`config.mk`:
```
export PLATFORM = sky130hd
export DESIGN_NAME = scan_sequencer
export DESIGN_NICKNAME = d
export VERILOG_FILES = /design/src/rtl/scan_sequencer.sv
export SDC_FILE = /design/constraint.sdc
export NUM_CORES = 1
export LEC_CHECK = 0
export ABC_CLOCK_PERIOD_IN_PS = 2700
export CAP_MARGIN = 10
export CORE_MARGIN = 5
export CORE_UTILIZATION = 35
export DETAILED_ROUTE_END_ITERATION = 10
export REMOVE_ABC_BUFFERS = 1
export SYNTH_ARGS = -nofsm -noshare
export SYNTH_HDL_FRONTEND = slang
export SYNTH_SLANG_ARGS = --single-unit
```
`constraint.sdc`:
```
create_clock -name iClk -period 2.7 [get_ports iClk]
set_clock_uncertainty 0.2 [all_clocks]
set_input_delay 0.405 -clock iClk [delete_from_list [all_inputs] [get_ports iClk]]
set_output_delay 0.405 -clock iClk [all_outputs]
set_load 0.02 [all_outputs]
```
`src/rtl/scan_sequencer.sv`:
```
// -----------------------------------------------------------------------------
// scan_sequencer
//
// Upstream driver for the 3-to-8 decoder stage. Steps through the positions
// enabled in a mask, holding each one for a programmable dwell time. It can run
// as a continuous scan or as a single pass. It produces the decoder select and
// the decoder enable pair from a single clock.
//
// Enable code toward the decoder:
//   2'b10  active   (G1=1, G2=0)
//   2'b00  disabled
// No other code is ever driven.
//
// Optional feature (compile-time macro SCAN_BLANK_EN):
//   When defined, a BLANK gap of BLANK_CYCLES cycles with the decoder disabled
//   is inserted between consecutive positions. This prevents ghosting on the
//   decoded lines.
//   When undefined, the BLANK state and its counter are not built, and
//   positions follow each other with no gap.
//
// Parameters:
//   DWELL_W       width of iDwell and of the dwell counter
//   BLANK_CYCLES  length of the blanking gap, 1..255 (SCAN_BLANK_EN only)
//
// Ports:
//   iClk    clock; all logic is rising-edge
//   iRst    synchronous active-high reset
//   iRun    level; 1 = scanning requested
//   iMode   0 = continuous scan, 1 = single pass
//   iMask   bit k = 1 means position k is visited
//   iDwell  cycles per position (0 is treated as 1)
//   oSel    current position, feeds decoder iData
//   oEna    decoder enable pair, feeds decoder iEna
//   oBusy   high whenever the sequencer is not idle
//   oWrap   one-cycle pulse when the last enabled position of a pass ends
// -----------------------------------------------------------------------------
module scan_sequencer #(
    parameter int DWELL_W      = 16,
    parameter int BLANK_CYCLES = 4
) (
    input  logic               iClk,
    input  logic               iRst,
    input  logic               iRun,
    input  logic               iMode,
    input  logic [7:0]         iMask,
    input  logic [DWELL_W-1:0] iDwell,
    output logic [2:0]         oSel,
    output logic [1:0]         oEna,
    output logic               oBusy,
    output logic               oWrap
);

    localparam logic [1:0] ENA_ACTIVE = 2'b10;
    localparam logic [1:0] ENA_OFF    = 2'b00;

`ifdef SCAN_BLANK_EN
    typedef enum logic [1:0] {IDLE, DWELL, BLANK} state_t;

    localparam logic [7:0] BLANK_LOAD = 8'(BLANK_CYCLES - 1);
`else
    typedef enum logic [1:0] {IDLE, DWELL} state_t;

    // The gap length has no effect without the blanking feature. It is tied
    // off here so that the parameter still has a consumer.
    logic [7:0] unused_blank_len;
    assign unused_blank_len = 8'(BLANK_CYCLES - 1);
`endif

    // ------------------------------------------------------------------
    // Mask search helpers
    // ------------------------------------------------------------------

    // Returns the lowest set bit of m (0 when m is empty). Callers only use
    // the result when m is non-zero.
    function automatic logic [2:0] lowest_set(input logic [7:0] m);
        logic [2:0] idx;
        idx = 3'd0;
        for (int k = 7; k >= 0; k--) begin
            if (m[k]) idx = 3'(k);
        end
        return idx;
    endfunction

    // Returns 1 when m has a set bit strictly above position pos.
    function automatic logic has_above(input logic [7:0] m, input logic [2:0] pos);
        logic found;
        found = 1'b0;
        for (int k = 0; k < 8; k++) begin
            if (m[k] && (k > int'(pos))) found = 1'b1;
        end
        return found;
    endfunction

    // Returns the nearest set bit of m strictly above pos. The result is
    // valid only when has_above() is true.
    function automatic logic [2:0] next_above(input logic [7:0] m, input logic [2:0] pos);
        logic [2:0] idx;
        idx = 3'd0;
        for (int k = 7; k >= 0; k--) begin
            if (m[k] && (k > int'(pos))) idx = 3'(k);
        end
        return idx;
    endfunction

    // Converts a dwell length into the counter start value. The counter counts
    // D-1 down to 0. A dwell of 0 is treated as 1. The subtraction never
    // exceeds the width, so the maximum dwell value cannot overflow.
    function automatic logic [DWELL_W-1:0] dwell_load(input logic [DWELL_W-1:0] d);
        return (d == '0) ? '0 : d - DWELL_W'(1);
    endfunction

    // ------------------------------------------------------------------
    // State and datapath registers
    // ------------------------------------------------------------------
    state_t               state_q,     state_d;
    logic                 pending_q,   pending_d;   // start accepted; DWELL next edge
    logic [2:0]           target_q,    target_d;    // position to be shown next
    logic [DWELL_W-1:0]   dwell_cnt_q, dwell_cnt_d;
    logic [2:0]           sel_d;
    logic [1:0]           ena_d;
    logic                 busy_d;
    logic                 wrap_d;
`ifdef SCAN_BLANK_EN
    logic [7:0]           blank_cnt_q, blank_cnt_d;
`endif

    // Scratch values for the end-of-dwell decision.
    logic                 wrapped;
    logic [2:0]           next_pos;

    // ------------------------------------------------------------------
    // Process 1: state register. All outputs are registered here too.
    // ------------------------------------------------------------------
    // NOTE: sequential state uses non-blocking assignments only. This keeps
    // every register reading the pre-edge value of every other register.
    always_ff @(posedge iClk) begin
        if (iRst) begin
            state_q     <= IDLE;
            pending_q   <= 1'b0;
            target_q    <= 3'd0;
            dwell_cnt_q <= '0;
            oSel        <= 3'd0;
            oEna        <= ENA_OFF;
            oBusy       <= 1'b0;
            oWrap       <= 1'b0;
`ifdef SCAN_BLANK_EN
            blank_cnt_q <= 8'd0;
`endif
        end else begin
            state_q     <= state_d;
            pending_q   <= pending_d;
            target_q    <= target_d;
            dwell_cnt_q <= dwell_cnt_d;
            oSel        <= sel_d;
            oEna        <= ena_d;
            oBusy       <= busy_d;
            oWrap       <= wrap_d;
`ifdef SCAN_BLANK_EN
            blank_cnt_q <= blank_cnt_d;
`endif
        end
    end

    // ------------------------------------------------------------------
    // Process 2: next-state and datapath logic
    // ------------------------------------------------------------------
    // NOTE: every signal written here gets a default first. A path that
    // forgets to assign a signal then holds the default instead of
    // inferring a latch.
    always_comb begin
        state_d     = state_q;
        pending_d   = pending_q;
        target_d    = target_q;
        dwell_cnt_d = dwell_cnt_q;
        sel_d       = oSel;
        wrap_d      = 1'b0;
        wrapped     = 1'b0;
        next_pos    = oSel;
`ifdef SCAN_BLANK_EN
        blank_cnt_d = blank_cnt_q;
`endif

        case (state_q)
            IDLE: begin
                if (pending_q) begin
                    // The start was accepted on the previous edge. The
                    // position and dwell length were latched then.
                    state_d   = DWELL;
                    sel_d     = target_q;
                    pending_d = 1'b0;
                end else if (iRun && (iMask != 8'd0)) begin
                    pending_d   = 1'b1;
                    target_d    = lowest_set(iMask);
                    dwell_cnt_d = dwell_load(iDwell);
                end
            end

            DWELL: begin
                if (dwell_cnt_q != '0) begin
                    dwell_cnt_d = dwell_cnt_q - DWELL_W'(1);
                end else if (!iRun || (iMask == 8'd0)) begin
                    // A stop request or an emptied mask ends the scan
                    // without a wrap pulse.
                    state_d = IDLE;
                end else begin
                    wrapped  = !has_above(iMask, oSel);
                    next_pos = wrapped ? lowest_set(iMask) : next_above(iMask, oSel);
                    wrap_d   = wrapped;
                    if (wrapped && iMode) begin
                        state_d = IDLE;
                    end else begin
                        dwell_cnt_d = dwell_load(iDwell);
`ifdef SCAN_BLANK_EN
                        // Keep the old position visible-but-disabled for
                        // the gap. Park the new position until the gap
                        // ends.
                        state_d     = BLANK;
                        target_d    = next_pos;
                        blank_cnt_d = BLANK_LOAD;
`else
                        state_d     = DWELL;
                        sel_d       = next_pos;
`endif
                    end
                end
            end

`ifdef SCAN_BLANK_EN
            BLANK: begin
                if (blank_cnt_q != 8'd0) begin
                    blank_cnt_d = blank_cnt_q - 8'd1;
                end else if (!iRun || (iMask == 8'd0)) begin
                    state_d = IDLE;
                end else begin
                    // Show the position chosen at the end of the dwell,
                    // even if the mask changed during the gap.
                    state_d = DWELL;
                    sel_d   = target_q;
                end
            end
`endif

            default: begin
                state_d   = IDLE;
                pending_d = 1'b0;
            end
        endcase
    end

    // ------------------------------------------------------------------
    // Process 3: output decode. The values are computed from the next state
    // so that the registered outputs line up with the state they describe.
    // ------------------------------------------------------------------
    always_comb begin
        ena_d  = ENA_OFF;
        busy_d = 1'b0;
        if (state_d == DWELL) ena_d  = ENA_ACTIVE;
        if (state_d != IDLE)  busy_d = 1'b1;
    end

endmodule

```
==> results of run 1 <==
-- metrics by stage --
| stage | area, um2 | power [mW] |
|---|---|---|
| CTS | 3050 | 1.09 |
| detailed placement | 3010 | 0.855 |
| floorplan | 2240 | 0.682 |
| global route | 3080 | 1.15 |
| global placement | 3010 | 0.853 |
| finish | 3080 | 1.08 |
-- state kept, by name (all words and copies together) (netlist names) --
register,flops
dwell_cnt_q,16
oWrap,1
target_q,3
oEna,1
pending_q,1
oBusy,1
state_q,2
oSel,3
-- layout by cell type (no fill, tap or decap), types with 13 or more instances in the layout --
cell | netlist | final
nor3_1 | 17 | 17
buf_4 | 1 | 44
clkdlybuf4s50_1 | 0 | 33
dfxtp_1 | 28 | 28
inv_1 | 15 | 15
nor2_1 | 26 | 26
nand2_1 | 19 | 19
nand3_1 | 13 | 13
a31oi_1 | 13 | 13
a21oi_1 | 29 | 29
-- routing by layer --
metal / share of wire, % / vias to the layer above / global-route usage (%)
li1: - / 1284 / -
met1: 50 / 1147 / 25.8
met2: 44 / 64 / 24.3
met3: 4.8 / 8 / 2.45
met4: 0.88 / 0 / 2.26
met5: 0 / - / 0
-- final cells by class --
class | count | area share, %
Clock buffer | 3 | 1.34
Inverter | 15 | 1.83
Multi-Input combinational cell | 244 | 53.2
Sequential cell | 28 | 18.2
Tap cell | 77 | 3.12
Timing Repair Buffer | 80 | 22.3
-- where the power goes --
group	internal (mW)	switching [mW]	leakage, nW
Combinational	0.186	0.210	0.900
Sequential	0.435	0.0253	0.228
Clock	0.100	0.127	0.0216
-- worst max-delay path by stage --
stage,from,to,cells after the start,slack (ns)
finish,dwell_cnt_q[0],dwell_cnt_q[8],9,0.12
global route,dwell_cnt_q[0],oSel[2],9,-0.03
CTS,dwell_cnt_q[0],dwell_cnt_q[3],9,0.1
detailed placement,iMask[5],dwell_cnt_q[4],7,-0.13
global placement,iMask[5],dwell_cnt_q[4],7,-0.09
floorplan,dwell_cnt_q[0],dwell_cnt_q[0],8,-0.08
-- repair_timing --
| item | in CTS | in global routing |
|---|---|---|
| setup endpoints to repair | 0 | 8 |
| gates resized for setup | 0 | 5 |
| setup buffers | 0 | 1 |
-- cell families (layout without fill, tap and decap cells) --
group / after synthesis / after routing / synth area share [%]
muxes: 6 / 6 / 2.74
xor gates and xnor gates: 7 / 7 / 2.63
other: 1 / 2 / 0.161
adders and majority gates: 2 / 2 / 1.07
AOI/OAI and AO/OA: 100 / 100 / 31.0
and+or+nand+nor: 127 / 127 / 31.9
buffers and inverters: 30 / 98 / 6.44
DFF: 28 / 28 / 24.0
-- critical path: cells and delay by family, from the launching register on --
| family | cells | cell delay [ns] |
|---|---|---|
| fa+ha+maj | 1 | 0.18 |
| buf+inv | 2 | 0.27 |
| compound gates | 3 | 0.54 |
| flops | 1 | 0.34 |
| simple gates | 3 | 0.95 |
==> flow_metrics.py, run 1 <==
metrics = {
    "status": {
        "outcome": "complete, no violations",
    },
    "layout": {
        "insertedDiodeCount": 0,
        "syn2layout_area_growth_pct": 32.3,
        "multi_input_area_mm2": 0.00164,
        "fin_util_pct": 48.0,
        "fin_cells": 447,
        "fillers": 642,
        "seqCellArea_um2": 561,
        "drive_gt1_share_pct": 21.9,
        "finalNetCount": 402,
    },
    "clocking": {
        "cts_tree": "yes",
        "clock_path_buffers": 2,
        "cts.sinks": 28,
        "cts_buffers": 3,
        "htreeDepth": 1,
        "cts_root_buffer": "clkbuf_8",
        "clock_latency_ns": 0.28,
        "clk_pin_slew_ns": 0.09,
        "holdBufCountCts": 0,
    },
    "floorplanning": {
        "coreArea_mm2": 0.00642,
        "ios": 35,
        "die_area_mm2": 0.00839,
        "initial_core_util_pct": 36.3,
        "die_h_um": 91.6,
        "fp-row-count": 29,
        "die_w_um": 91.6,
    },
    "synthesis": {
        "syn-instance-count": 301,
        "synth_enable_flop_cells": 0,
        "ys_ff_latch": 28,
        "yosysUniqueCellTypes": 67,
        "synth_top_cell_area_share_pct": 24.0,
        "synth_area_leader_cell": "dfxtp_1",
        "synth_most_common_cell": "a21oi_1",
        "yosysSeqAreaShare_pct": 24.0,
        "syn_area_mm2": 0.00233,
        "synthTopCellsByCount": "29 x a21oi_1, 28 x dfxtp_1, 26 x nor2_1, 19 x nand2_1, 17 x nor3_1",
        "netlist_top_cells_area": "dfxtp_1 24%, a21oi_1 6.2%, nor2_1 4.2%",
        "syn_area_per_cell_um2": 7.74,
        "synthFlopType": "dfxtp_1",
        "ys_async_sr_fraction_pct": 0,
        "yosysWarningCount": 0,
    },
    "critical_path": {
        "critical_path_arrival_ns": 2.55,
        "cp_slowest_cell": "or4b_4",
        "criticalPathCategory": "register to register",
        "critPathMaxStageDelay_ns": 0.51,
        "worstPathRequired_ns": 2.66,
        "cp_max_fo": 6,
        "start_kind": "register",
        "cp-end-kind": "register",
        "path_cells": "inv_1 -> ha_1 -> or4b_4 -> or3_4 -> o31ai_4 -> buf_6 -> nor2_1 -> a21oi_1 -> o32ai_2",
        "rr_startpoint": "dwell_cnt_q[0]",
        "ff2ff_path_depth": 9,
        "rrSetupSlack_ns": 0.12,
        "r2r-end": "dwell_cnt_q[8]",
    },
    "global_route": {
        "antenna_found_initial": 0,
        "grt_pass1_wl_um": 11600,
        "grtUsageTotal_pct": 16.5,
        "grt_max_degree": 20,
        "first_global_vias": 2317,
        "grt-ovfl-total": 0,
    },
    "detailed_routing": {
        "drc": 0,
        "ant_nets": 0,
        "drt_iter0_markers": 210,
        "via_count": 2503,
        "via_per_inst": 5.60,
        "drt-total-wl_um": 6940,
        "drt_first_pass_iters": 4,
        "route.detailed.wl_per_inst_um": 15.5,
    },
    "place": {
        "io_buffers": 33,
        "gp_congestion": 0.877,
        "place_inst": 442,
        "pre_cts_ws_ns": -0.128,
        "hpwlAfterDp_um": 5490,
    },
    "sta": {
        "period_share_pct": 95.7,
        "hold_ws_ns": 0.294,
        "worst_pin_slew_ns": 0.527,
        "finalCriticalPeriod_ns": 2.58,
        "finalMaxSlewViolations": 0,
        "hold_viol": 0,
        "tns_ns": 0,
        "fmax_ghz": 0.387,
        "setup_viol_count_final": 0,
        "max_slew_margin_pct": 64.6,
        "layout_setup_ws_ns": 0.117,
        "rsz0062_at_grt": "true",
    },
    "pwr": {
        "power.leakage_nw": 1.15,
        "peakVddDrop_uv": 163,
        "power-per-cell-area_mw_per_mm2": 352,
    },
    "min_path": {
        "hold_end": "dwell_cnt_q[3]",
        "holdCritStartpoint": "dwell_cnt_q[3]",
        "hp-class": "register to register",
        "whs_path_depth": 2,
    },
    "run": {
        "cap_violations": 0,
    },
}
Power figures use the tool's default switching activity.
==> run 2, diff against run 1 <==
--- a/config.mk
+++ b/config.mk
@@ -5,12 +5,14 @@
 export SDC_FILE = /design/constraint.sdc
 export NUM_CORES = 1
 export LEC_CHECK = 0
-export ABC_CLOCK_PERIOD_IN_PS = 2700
+export ABC_CLOCK_PERIOD_IN_PS = 3000
 export CAP_MARGIN = 10
 export CORE_MARGIN = 5
 export CORE_UTILIZATION = 35
+export CTS_CLUSTER_SIZE = 40
 export DETAILED_ROUTE_END_ITERATION = 10
 export REMOVE_ABC_BUFFERS = 1
 export SYNTH_ARGS = -nofsm -noshare
 export SYNTH_HDL_FRONTEND = slang
 export SYNTH_SLANG_ARGS = --single-unit
+export TNS_END_PERCENT = 10
==> constraint.sdc (replaced) <==
create_clock -name iClk -period 3 [get_ports iClk]
set_clock_uncertainty 0.2 [all_clocks]
set_input_delay 0.45 -clock iClk [delete_from_list [all_inputs] [get_ports iClk]]
set_output_delay 0.45 -clock iClk [all_outputs]
set_load 0.02 [all_outputs]
==> run 2 against run 1 <==
Net effect: setup slack better by 0.093 ns; critical path depth stayed put; non-clock buffer count shrank 26; die area unchanged; flip-flop and latch count unchanged; via count is 3.2% lower.
==> flow_metrics.py, run 2 (same netlist as run 1, synthesis figures left out) <==
metrics = {
    "sta": {
        "period_share_pct": 93.0,
        "setup_viol_count_final": 0,
        "max_slew_margin_pct": 62.0,
        "finalCriticalPeriod_ns": 2.79,
        "hold_ws_ns": 0.299,
        "hold_viol": 0,
        "finalMaxSlewViolations": 0,
        "worst_pin_slew_ns": 0.568,
        "fmax_ghz": 0.358,
        "rsz0062_at_grt": "false",
        "tns_ns": 0,
    },
    "critical_path": {
        "cp-end-kind": "register",
        "worstSetupStartpoint": "dwell_cnt_q[0]",
        "start_kind": "register",
        "critPathMaxStageDelay_ns": 0.51,
        "cp_max_fo": 6,
        "critical_path_arrival_ns": 2.77,
        "path_cells": "inv_1 -> ha_1 -> or4b_4 -> nor3_2 -> buf_4 -> a21oi_2 -> nor4_4 -> a21oi_1 -> o31a_1",
        "worstPathRequired_ns": 2.98,
        "rrSetupSlack_ns": 0.21,
        "cp_slowest_cell": "or4b_4",
        "criticalPathCategory": "register to register",
        "rr_startpoint": "dwell_cnt_q[0]",
    },
    "pwr": {
        "p_clk_share_pct": 24.2,
        "switching_share_pct": 33.2,
        "p_total_uw": 981,
        "power-per-cell-area_mw_per_mm2": 341,
        "peakVddDrop_uv": 149,
        "pwr-share-seq_pct": 42.2,
        "internal_power_uw": 655,
        "power_switching_uw": 326,
        "power.leakage_nw": 1.03,
        "comb_power_share_pct": 33.6,
    },
    "layout": {
        "regMostFlops": "dwell_cnt_q",
        "drive_gt1_share_pct": 15.9,
        "layout_commonest_cell": "clkdlybuf4s50_1",
        "seqCellArea_um2": 561,
        "layout_common_cells": "33 x clkdlybuf4s50_1, 29 x a21oi_1, 28 x dfxtp_1, 26 x nor2_1, 21 x buf_4",
        "fillers": 641,
        "insertedDiodeCount": 0,
        "fin_util_pct": 44.8,
        "syn2layout_area_growth_pct": 23.6,
        "finalNetCount": 376,
        "reg.largest.list": "dwell_cnt_q x16, oSel x3, target_q x3",
        "largest_reg_flops": 16,
        "multi_input_area_mm2": 0.00162,
    },
    "detailed_routing": {
        "drt_first_pass_iters": 4,
        "drt-total-wl_um": 6600,
        "via_count": 2423,
        "route.detailed.wl_per_inst_um": 15.6,
        "drt_iter0_markers": 260,
        "drc": 0,
        "ant_nets": 0,
        "via_per_inst": 5.74,
    },
    "floorplanning": {
        "ios": 35,
        "initial_core_util_pct": 36.3,
        "fp-row-count": 29,
        "coreArea_mm2": 0.00642,
        "die_h_um": 91.6,
        "die_w_um": 91.6,
        "die_area_mm2": 0.00839,
    },
    "global_route": {
        "grt-ovfl-total": 0,
        "grt_max_degree": 22,
        "grt_pass1_wl_um": 11200,
        "antenna_found_initial": 0,
        "first_global_vias": 2233,
        "grtUsageTotal_pct": 15.8,
    },
    "clocking": {
        "clock_latency_ns": 0.28,
        "clk_pin_slew_ns": 0.10,
        "cts_tree": "yes",
        "clock_path_buffers": 2,
        "cts_buffers": 3,
        "cts.sinks": 28,
        "holdBufCountCts": 0,
        "ctsResizeCount": 0,
        "cts_root_buffer": "clkbuf_8",
        "htreeDepth": 1,
        "cts_setup_buffers": 0,
    },
    "run": {
        "cap_violations": 0,
    },
    "min_path": {
        "holdCritStartpoint": "dwell_cnt_q[9]",
        "hp-class": "register to register",
    },
    "place": {
        "gp_congestion": 0.819,
        "io_buffers": 33,
        "hpwlAfterDp_um": 5050,
    },
    "status": {
        "outcome": "complete, no violations",
    },
}
==> run 2: power groups by stage <==
stage	combinational, mW	sequential, mW	clock, mW
2_1_floorplan	0.196	0.418	0
3_5_place_dp	0.324	0.422	0
5_1_grt	0.360	0.417	0.260
6_report	0.330	0.414	0.238
3_3_place_gp	0.323	0.421	0
4_1_cts	0.326	0.413	0.241
==> run 2: final cells by class <==
type	instances	area share, %
Multi-Input combinational cell	244	56.4
Timing Repair Buffer	54	16.9
Sequential cell	28	19.5
Inverter	15	1.95
Tap cell	77	3.34
Clock buffer	4	1.91
==> run 2: metal layers <==
| layer | vias up | share of wire [%] | global-route usage [%] | routed length, um |
|---|---|---|---|---|
| met2 | 55 | 45 | 23.2 | 2950 |
| met5 | - | 0 | 0 | 0 |
| met1 | 1131 | 50 | 24.3 | 3280 |
| li1 | 1233 | - | - | - |
| met3 | 4 | 5.0 | 2.78 | 333 |
| met4 | 0 | 0.45 | 2.39 | 30 |
==> run 2: critical path: cells and delay by family, from the launching register on <==
family          cells  cell delay [ns]
compound gates      3             0.50
buf+inv             2             0.29
fa+ha+maj           1             0.23
simple gates        3             1.13
flops               1             0.34
==> run 2: final timing paths <==
kind                    endpoint  cells after the start
setup / recovery  dwell_cnt_q[4]                      9
hold / removal    dwell_cnt_q[9]                      2
setup reg to reg  dwell_cnt_q[4]                      9
hold reg to reg   dwell_cnt_q[9]                      2
==> run 2: through the flow <==
stage | setup slack (ns) | instances | instance area, um2
final | 0.210 | 422 | 2880
after global routing | 0.0394 | 422 | 2880
after detailed placement | 0.0957 | 418 | 2830
after floorplan | 0.224 | 287 | 2240
after global placement | 0.121 | 418 | 2830
after CTS | 0.229 | 422 | 2880
==> run 3, diff against run 2 <==
--- a/config.mk
+++ b/config.mk
@@ -9,6 +9,7 @@
 export CAP_MARGIN = 10
 export CORE_MARGIN = 5
 export CORE_UTILIZATION = 35
+export CTS_BUF_LIST = sky130_fd_sc_hd__clkbuf_4 sky130_fd_sc_hd__clkbuf_8
 export CTS_CLUSTER_SIZE = 40
 export DETAILED_ROUTE_END_ITERATION = 10
 export REMOVE_ABC_BUFFERS = 1
==> results of run 3 <==
The final DEF is identical to that of run 2; final timing and power are the same.
